===== src/rtl/rr_arbiter4_if.sv =====
// Request/grant bundle between four requesters and the round-robin arbiter
// that drives the select lines of the shared 4:1 mux.
interface rr_arbiter4_if;
   logic [3:0] req;
   logic [3:0] gnt;
   logic [1:0] sel;
   logic       busy;

   // Requester side drives req and observes the grant.
   modport master (
      output req,
      input  gnt,
      input  sel,
      input  busy
   );

   // Arbiter side owns gnt/sel/busy.
   modport slave (
      input  req,
      output gnt,
      output sel,
      output busy
   );
endinterface


===== src/rtl/rr_arbiter4.sv =====
// Four-way round-robin arbiter with registered one-hot grant, mux select and an
// optional hold limit that preempts a long-running owner when others are waiting.
module rr_arbiter4 #(
   parameter int unsigned MAX_HOLD = 8,
   parameter int unsigned CNT_W    = 8
) (
   input  logic         clk,
   input  logic         rst_n,
   rr_arbiter4_if.slave bus
);

   typedef enum logic {
      IDLE,
      GRANT
   } state_t;

   localparam logic [CNT_W-1:0] HOLD_LIM = CNT_W'(MAX_HOLD);
   localparam logic [CNT_W-1:0] HOLD_SAT = (MAX_HOLD == 0) ? {CNT_W{1'b1}} : CNT_W'(MAX_HOLD);
   localparam logic [CNT_W-1:0] HOLD_ONE = CNT_W'(1);

   state_t           state_q, state_d;
   logic [3:0]       gnt_q, gnt_d;
   logic [1:0]       sel_q, sel_d;
   logic [1:0]       last_q, last_d;
   logic             busy_q, busy_d;
   logic [CNT_W-1:0] hold_q, hold_d;

   logic [3:0]       req_other;
   logic             win_found;
   logic [1:0]       win_idx;

   // Masking the current owner serves every case at once: in IDLE gnt is zero,
   // on release the owner's request is already low, and on preemption the owner
   // must be skipped. The pointer always equals the owner while granting.
   assign req_other = bus.req & ~gnt_q;

   // Scan last+1, last+2, last+3, last; iterating backwards lets the earliest
   // position in the scan overwrite later ones.
   always_comb begin
      win_found = 1'b0;
      win_idx   = last_q;
      for (int k = 4; k >= 1; k--) begin
         if (req_other[last_q + 2'(k)]) begin
            win_found = 1'b1;
            win_idx   = last_q + 2'(k);
         end
      end
   end

   always_ff @(posedge clk or negedge rst_n) begin
      if (!rst_n) begin
         state_q <= IDLE;
         gnt_q   <= 4'b0000;
         sel_q   <= 2'b00;
         last_q  <= 2'd3;
         busy_q  <= 1'b0;
         hold_q  <= '0;
      end else begin
         state_q <= state_d;
         gnt_q   <= gnt_d;
         sel_q   <= sel_d;
         last_q  <= last_d;
         busy_q  <= busy_d;
         hold_q  <= hold_d;
      end
   end

   // Release takes priority over preemption, which takes priority over keeping.
   always_comb begin
      state_d = state_q;
      gnt_d   = gnt_q;
      sel_d   = sel_q;
      last_d  = last_q;
      busy_d  = busy_q;
      hold_d  = hold_q;

      unique case (state_q)
         IDLE: begin
            if (win_found) begin
               state_d = GRANT;
               gnt_d   = 4'b0001 << win_idx;
               sel_d   = win_idx;
               last_d  = win_idx;
               busy_d  = 1'b1;
               hold_d  = HOLD_ONE;
            end
         end

         GRANT: begin
            if (!bus.req[sel_q]) begin
               if (win_found) begin
                  gnt_d  = 4'b0001 << win_idx;
                  sel_d  = win_idx;
                  last_d = win_idx;
                  hold_d = HOLD_ONE;
               end else begin
                  state_d = IDLE;
                  gnt_d   = 4'b0000;
                  busy_d  = 1'b0;
                  hold_d  = '0;
               end
            end else if ((MAX_HOLD != 0) && (hold_q == HOLD_LIM) && win_found) begin
               gnt_d  = 4'b0001 << win_idx;
               sel_d  = win_idx;
               last_d = win_idx;
               hold_d = HOLD_ONE;
            end else if (hold_q != HOLD_SAT) begin
               hold_d = hold_q + HOLD_ONE;
            end
         end

         default: begin
            state_d = IDLE;
         end
      endcase
   end

   assign bus.gnt  = gnt_q;
   assign bus.sel  = sel_q;
   assign bus.busy = busy_q;

endmodule


===== src/flat_wrapper.sv =====
// flat-port wrapper written by rule: the top's interface ports become plain ports
module rr_arbiter4_flat 
#(
   parameter int unsigned MAX_HOLD = 8,
   parameter int unsigned CNT_W    = 8
)
  (clk, rst_n, bus_req, bus_gnt, bus_sel, bus_busy);
  rr_arbiter4_if bus_i ();
  input  logic clk;
  input  logic rst_n;
  input wire logic [$bits(bus_i.req)-1:0] bus_req;
  output wire logic [$bits(bus_i.gnt)-1:0] bus_gnt;
  output wire logic [$bits(bus_i.sel)-1:0] bus_sel;
  output wire logic [$bits(bus_i.busy)-1:0] bus_busy;
  assign bus_i.req = bus_req;
  assign bus_gnt = bus_i.gnt;
  assign bus_sel = bus_i.sel;
  assign bus_busy = bus_i.busy;
  rr_arbiter4 #(.MAX_HOLD(MAX_HOLD), .CNT_W(CNT_W)) u_core (.clk(clk), .rst_n(rst_n), .bus(bus_i));
endmodule

===== config.mk =====
export PLATFORM = sky130hd
export DESIGN_NAME = rr_arbiter4_flat
export DESIGN_NICKNAME = d
export VERILOG_FILES = /design/src/rtl/rr_arbiter4_if.sv /design/src/rtl/rr_arbiter4.sv /design/src/flat_wrapper.sv
export SDC_FILE = /design/constraint.sdc
export NUM_CORES = 1
export LEC_CHECK = 0
export ABC_CLOCK_PERIOD_IN_PS = 2350
export BUFFER_PORTS_ARGS = -buffer_cell sky130_fd_sc_hd__buf_2
export CORE_ASPECT_RATIO = 1.25
export CORE_MARGIN = 3
export CORE_UTILIZATION = 40
export CTS_CLUSTER_DIAMETER = 30
export DETAILED_ROUTE_END_ITERATION = 7
export HOLD_SLACK_MARGIN = 0.06
export PLACE_DENSITY_LB_ADDON = 0.3
export SLEW_MARGIN = 25
export SYNTH_ARGS = -nofsm -noshare
export SYNTH_HDL_FRONTEND = slang
export SYNTH_SLANG_ARGS = --single-unit

===== constraint.sdc =====
create_clock -name clk -period 2.35 [get_ports clk]
set_input_delay 0.1175 -clock clk [delete_from_list [all_inputs] [get_ports clk]]
set_output_delay 0.1175 -clock clk [all_outputs]
set_load 0.02 [all_outputs]

==> results of run 1 <==
[final cells by class]
class,count,area (um2),share of cell area (%)
flip-flops and latches,18,453,37.7
inverters,4,15.0,1.25
clock buffers,4,36.3,3.02
multi-input cells,84,571,47.5
repair buffers,15,85.1,7.08
well taps,33,41.3,3.44
[cells by family (layout without fill, tap and decap cells)]
| family | count (synthesis) | in the layout |
|---|---|---|
| adders and majority gates | 2 | 2 |
| AOI/OAI and AO/OA | 34 | 34 |
| and+or+nand+nor | 40 | 40 |
| xor gates and xnor gates | 5 | 5 |
| DFF | 18 | 18 |
| buffers and inverters | 7 | 23 |
| muxes | 3 | 3 |
[worst max-delay path by stage]
stage	startpoint	end	slack, ns	cells after the start
2_1_floorplan	u_core.hold_q[0]	u_core.bus.sel[0]	0.33	6
3_3_place_gp	u_core.hold_q[0]	u_core.bus.sel[0]	0.30	6
3_5_place_dp	u_core.hold_q[0]	u_core.bus.sel[0]	0.24	6
4_1_cts	u_core.hold_q[0]	u_core.bus.sel[0]	0.22	6
5_1_grt	u_core.hold_q[0]	u_core.hold_q[6]	0.02	7
6_report	u_core.hold_q[0]	u_core.hold_q[7]	0.22	7
[routing by layer]
| metal | track usage (%) | vias up | wire length, um |
|---|---|---|---|
| met5 | 0 | - | 0 |
| met4 | 6.89 | 0 | 59 |
| met3 | 2.13 | 7 | 66 |
| met2 | 31.4 | 15 | 1350 |
| met1 | 19.4 | 457 | 994 |
| li1 | - | 439 | - |
[per-stage QoR]
| stage | utilization [%] | setup slack [ns] | cells |
|---|---|---|---|
| floorplan | - | 0.329 | 109 |
| global placement | 46.6 | 0.302 | 153 |
| detailed placement | 46.6 | 0.242 | 153 |
| CTS | 48.5 | 0.223 | 158 |
| global route | 48.5 | 0.0242 | 158 |
| finish | 48.5 | 0.220 | 158 |
[repair_timing]
item,in CTS,in global routing
gates resized for setup,0,0
setup endpoints to repair,0,0
hold buffers,1,0
hold endpoints to repair,18,0
buffers inserted,0,0
[layout by cell type (no fill, tap or decap), types with 2 or more instances in the layout]
cell type,Yosys,layout
nor2_1,9,9
buf_2,0,12
buf_4,0,2
a21oi_1,4,4
o21ai_0,3,3
o21a_1,2,2
nand2_1,8,8
o31ai_1,2,2
nand3_1,2,2
inv_1,4,4
nor3b_1,2,2
dfrtp_1,16,16
o21ai_1,8,8
nand2b_1,6,6
nor4b_1,2,2
dfstp_2,2,2
o2bb2ai_1,2,2
and3_1,3,3
o2111ai_1,2,2
xor2_1,5,5
clkbuf_4,0,3
and4_1,2,2
ha_1,2,2
[state kept, by name (all words and copies together) (netlist names)]
name,flops
u_core.hold_q,8
u_core.bus.gnt,4
u_core.bus.sel,2
u_core.last_q,2
u_core.bus.busy,1
u_core.state_q,1
[report_power, final]
group | internal, mW | leakage, nW | switching, mW
Sequential | 0.430 | 0.225 | 0.122
Clock | 0.0945 | 0.0210 | 0.0991
Combinational | 0.336 | 0.294 | 0.447
Total | 0.860 | 0.540 | 0.669
[cells in the mapped netlist (3+ instances only)]
library cell | n | area [um2]
nor2_1 | 9 | 33.8
xor2_1 | 5 | 43.8
dfrtp_1 | 16 | 400
nand2b_1 | 6 | 37.5
o21ai_1 | 8 | 40.0
clkbuf_1 | 3 | 11.3
inv_1 | 4 | 15.0
nand2_1 | 8 | 30.0
o21ai_0 | 3 | 15.0
and3_1 | 3 | 18.8
a21oi_1 | 4 | 20.0
==> impl_results.md, run 1 <==
* Die H at 63.3 um
* Port buffer count at 12
* Critical Path Sink Type: flop
* Fmax achieved at 470 MHz
* Post-Syn Nets at 117
* Area growth, synth to finish at 14.4%
* Global route total overflow at 0
* Detail-routed via count per cell at 5.81
* Fin. Hold Viols at 0
* Critical Path Max Stage Delay at 0.53 ns
* First-pass GRT wire length at 4390 um
* Number of inserted diodes at 0
* Share of cell area taken by muxes after synthesis at 4.65%
* Via count of the routed design at 918
* Remaining antenna violation count after routing at 0
* Share of the cycle needed by the critical path after routing at 90.6%
* Total wire length after detailed routing at 2470 um
* Total of fill cells in the finished design at 230
* CP cell instances: inv_1, ha_1, nor4b_1, a41oi_1, o2111ai_1, xor2_1, nor2_1
* Worst path required time at 2.55 ns
* Leak at 0.540 nW
* Placed inst area at 1150 um2
* Post-synthesis cell type count at 41
* Via count of the first global-routing pass at 975
* Number of standard cells after synthesis at 109
* Ports at 13
* Post-route minimum period at 2.13 ns
* Final Slew Violations at 0
* Actual slew at the worst max-slew pin at 0.628 ns
* CTS Buf Count at 3
* Core Box Area at 2480 um2
* Area enclosed by the die boundary at 3280 um2
* Number of cell instances on the worst register-to-register path at 7
* Worst reg2reg startpoint: u_core.hold_q[0]
* Buf+Inv Stages, Crit Path at 1
* Clock Tree Root: clkbuf_4
* Signal arrival time at the worst endpoint at 2.33 ns
* Run status: complete, no violations
* DRT Pass-1 Iters at 4
* Total routing usage reported by global routing at 17.2%
* Yosys warnings at 0
* Post-synth EDFFs at 0
* Power, Total at 1.53 mW
* Synthesized-area fraction occupied by adder cells at 2.38%
* Dominant combinational cell family by area after synthesis: compound AO/OA/AOI/OAI gates
* Clk_skew at 0.00402 ns
* RSZ-0062 raised after global routing: no
* CTS H-Tree Depth at 1
* Drt drc at 0
* Fraction of final layout cells with drive strength greater than 1 at 20.0%
* Max cap viols at 0
* Setup TNS Final at 0 ns
* Critical setup path kind: reg2reg
* Top_reg_cell synth: dfrtp_1
* Fraction of the mapped netlist area in compound gates at 21.9%
* CTS tree: done
* Clock Pin Slew Worst Setup and Hold Paths at 0.10 ns
* Power per cell area at 1270 nW/um2
* Half-perimeter wire length after placement at 1880 um
* Per-cell routed wire length at 15.6 um
* Mapped cell area at 1050 um2
* Nets@finish at 134
* 1st-iter DRT viols at 24
* Part of the Yosys area used for sequential elements at 43.1%
* Avg Inst Size Synth at 9.63 um2
* Critical path launch point type: flop
* Xor-xnor portion of the synthesized cell area at 4.17%
* Gp weighted congestion at 0.789
* Buffers from clock root to sink, at most at 2
* Flop-to-flop setup slack at 0.22 ns
* Peak ir drop on the vdd network at 414 uV
* End of the worst register-to-register path: u_core.hold_q[7]
* Number of rows in the core area at 20
* Clock latency at the later pin of the worst-skew pair at 0.30 ns
* Hold Slack at 0.269 ns
* Number of antenna violations at the first check in global routing at 0
* Maximum number of pins on one net before global-route repair at 19
* Post-route design area at 1200 um2
* Crit path max-delay family: compound AO/OA/AOI/OAI gates
* Worst rel slew slack at 57.5%
* Critical Path Fanout Max at 5
* Async SR Flop Fraction at 100%
* Starting Density at 42.4%
* Num Clock Sinks at 18
* Overall die width at 51.8 um
* Synthesized flop and latch total at 18
* Setup-failing EPs final at 0
* Critical-path cell with the highest stage delay: nor4b_1
* Simple-gate share of the synthesized area at 21.2%
* Type of the tightest min-delay check: in2async
No activity file was read; power rests on OpenSTA's default activity.
==> run 2: changes to the inputs <==
--- a/config.mk
+++ b/config.mk
@@ -6,12 +6,12 @@
 export NUM_CORES = 1
 export LEC_CHECK = 0
 export ABC_CLOCK_PERIOD_IN_PS = 2350
-export BUFFER_PORTS_ARGS = -buffer_cell sky130_fd_sc_hd__buf_2
 export CORE_ASPECT_RATIO = 1.25
 export CORE_MARGIN = 3
 export CORE_UTILIZATION = 40
 export CTS_CLUSTER_DIAMETER = 30
 export DETAILED_ROUTE_END_ITERATION = 7
+export DONT_BUFFER_PORTS = 1
 export HOLD_SLACK_MARGIN = 0.06
 export PLACE_DENSITY_LB_ADDON = 0.3
 export SLEW_MARGIN = 25
==> run 2 against run 1 <==
Net effect:
- register-to-register slack worse by 0.03 ns
- clock skew up 0.0078 ns
- sequential power up 14%
- total power down 4.9%
- clock power down 16%
- routed wire length about the same
- cell area down 6.5%
- final cell count down 8.2%
- sequential cell count unchanged
- count of clock-buffer cells in the layout unchanged
- non-clock buffer count down 13
- core utilization down 3.1 points
- critical path type unchanged
- critical endpoint is now u_core.bus.sel[0]
- largest cell class unchanged
- highest routed layer unchanged
==> impl_results.md, run 2 (synthesized netlist as in run 1, its figures left out) <==
* Overall die width at 51.8 um (unchanged)
* Power share of the combinational group at 45.5% (-5.7 points)
* Critical-path cell with the highest stage delay: dfrtp_1
* Critical Path Fanout Max at 5 (unchanged)
* Area growth, synth to finish at 7.03%
* Critical Path Max Stage Delay at 0.44 ns (-0.09 ns)
* Number of standard cells in the final layout excluding fillers at 145 (-8.2%)
* Type of the tightest min-delay check: in2reg
* Number of inserted diodes at 0 (unchanged)
* CTS tree: done
* Buffers from clock root to sink, at most at 2 (unchanged)
* Register share of total power at 43.4% (+7.3 points)
* Fin. Hold Viols at 0 (unchanged)
* Buf+Inv Stages, Crit Path at 1 (unchanged)
* First-pass GRT wire length at 4200 um (-4.2%)
* Gp weighted congestion at 0.797 (+1.0%)
* Core Box Area at 2480 um2 (unchanged)
* Placed inst area at 1090 um2 (-5.9%)
* Cell internal power dissipation at 0.790 mW (-8.2%)
* Post-placement setup slack at 0.239 ns (-0.00298 ns)
* Num Clock Sinks at 18 (unchanged)
* Number of setup buffers added after CTS at 0 (unchanged)
* Area enclosed by the die boundary at 3280 um2 (unchanged)
* Share of the cycle needed by the critical path after routing at 91.8% (+1.2 points)
* Actual slew at the worst max-slew pin at 0.854 ns (+0.226 ns)
* Number of rows in the core area at 20 (unchanged)
* Multi-input gate area at 571 um2 (unchanged)
* Drt drc at 0 (unchanged)
* CP cell instances: inv_1, ha_1, or4b_1, o311a_1, or2_4, mux2_4
* Half-perimeter wire length after placement at 1840 um (-2.5%)
* Clk_skew at 0.0118 ns (+0.00783 ns)
* Minimum setup slack in the final design at 0.193 ns (-0.0272 ns)
* Clock Pin Slew Worst Setup and Hold Paths at 0.11 ns (about the same)
* Post-route core utilization at 45.4% (-3.1 points)
* 1st-iter DRT viols at 27 (+13%)
* Starting Density at 42.4% (unchanged)
* Total wire length after detailed routing at 2470 um (about the same)
* Clk network pwr share at 11.2% (-1.5 points)
* Fmax achieved at 464 MHz (-1.3%)
* Register cell area after layout at 453 um2 (unchanged)
* Final Slew Violations at 0 (unchanged)
* Nets@finish at 121 (-9.7%)
* Critical path launch point type: flop
* Number of flip-flops in the largest register at 8 (unchanged)
* Peak ir drop on the vdd network at 412 uV (-0.44%)
* Power per cell area at 1290 nW/um2 (+1.7%)
* Power, Total at 1.45 mW (-4.9%)
* Setup-failing EPs final at 0 (unchanged)
* Total routing usage reported by global routing at 16.7% (-0.55 points)
* Clock latency at the later pin of the worst-skew pair at 0.30 ns (about the same)
* Crit path max-delay family: simple AND/OR/NAND/NOR gates
* Via count of the first global-routing pass at 944 (-3.2%)
* Number of antenna violations at the first check in global routing at 0 (unchanged)
* Critical setup path kind: reg2reg
* Number of gates resized after cts at 0 (unchanged)
* RSZ-0062 raised after global routing: no
* Max cap viols at 0 (unchanged)
* DRT Pass-1 Iters at 4 (unchanged)
* Clock Tree Root: clkbuf_4
* Ports at 13 (unchanged)
* Total of fill cells in the finished design at 225 (-2.2%)
* Register with the most flip-flops: u_core.hold_q
* Run status: complete, no violations
* Global route total overflow at 0 (unchanged)
* Remaining antenna violation count after routing at 0 (unchanged)
* Fraction of final layout cells with drive strength greater than 1 at 9.82% (-10 points)
* Setup TNS Final at 0 ns (unchanged)
* Switching fraction of total power at 45.7% (+1.9 points)
* Most common cell after layout, fill and taps aside: dfrtp_1
* Critical Path Sink Type: flop
* CTS H-Tree Depth at 1 (unchanged)
* Port buffer count at 0 (-12)
* Worst rel slew slack at 42.9% (-15 points)
* Post-route design area at 1120 um2 (-6.5%)
* Total instance count after detailed placement at 140 (-8.5%)
* Die H at 63.3 um (unchanged)
* Leading cell types in the layout, fill and taps excluded: dfrtp_1 (16), nor2_1 (9), nand2_1 (8), o21ai_1 (8), nand2b_1 (6)
* Detail-routed via count per cell at 6.26 (+7.8%)
* Hold Slack at 0.310 ns (+0.0410 ns)
* CTS Buf Count at 3 (unchanged)
* Net switching power at 0.664 mW (-0.63%)
* Via count of the routed design at 908 (-1.1%)
* Leak at 0.478 nW (-11%)
* Post-route minimum period at 2.16 ns (+0.0272 ns)
* Signal arrival time at the worst endpoint at 2.35 ns (+0.02 ns)
* Per-cell routed wire length at 17.0 um (+8.9%)
* Maximum number of pins on one net before global-route repair at 19 (unchanged)
* Worst path required time at 2.55 ns (about the same)
run 2: layout make-up:
cell class	instances	area share (%)
Multi-Input combinational cell	84	50.8
Sequential cell	18	40.3
Tap cell	33	3.67
Clock buffer	4	2.34
Timing Repair Buffer	2	1.56
Inverter	4	1.34
run 2: metal layers:
layer / wire (um) / share of wire (%) / GRT usage, %
met1: 1020 / 41 / 20.1
met2: 1250 / 51 / 28.3
met4: 59 / 2.4 / 7.54
met5: 0 / 0 / 0
met3: 137 / 5.6 / 2.60
run 2: timing repair:
item,CTS,global route
setup endpoints to repair,0,0
hold buffers,1,0
endpoints found under the hold margin,18,0
run 2: path summary, 6_finish.rpt:
path | depth (start not counted) | end | from | slack, ns
max in group asynchronous | 1 | u_core.hold_q[4] | rst_n | 1.45
worst min-delay path | 3 | u_core.state_q | bus_req[1] | 0.31
min in group asynchronous | 1 | u_core.bus.gnt[1] | rst_n | 0.36
worst max-delay path | 6 | u_core.bus.sel[0] | u_core.hold_q[0] | 0.19
worst min register to register | 2 | u_core.last_q[1] | u_core.last_q[1] | 0.57
worst max register to register | 6 | u_core.bus.sel[0] | u_core.hold_q[0] | 0.19
run 2: power groups by stage:
stage                     sequential, mW  combinational [mW]  clock (mW)
after floorplan                    0.583               0.524           0
after global placement             0.627               0.633           0
after detailed placement           0.635               0.650           0
after CTS                          0.628               0.664       0.169
after global routing               0.643               0.743       0.187
final                              0.631               0.661       0.162
run 2: worst min-delay path, delay by kind of cell:
| kind | cells | cell delay [ns] |
|---|---|---|
| simple gates | 3 | 0.45 |
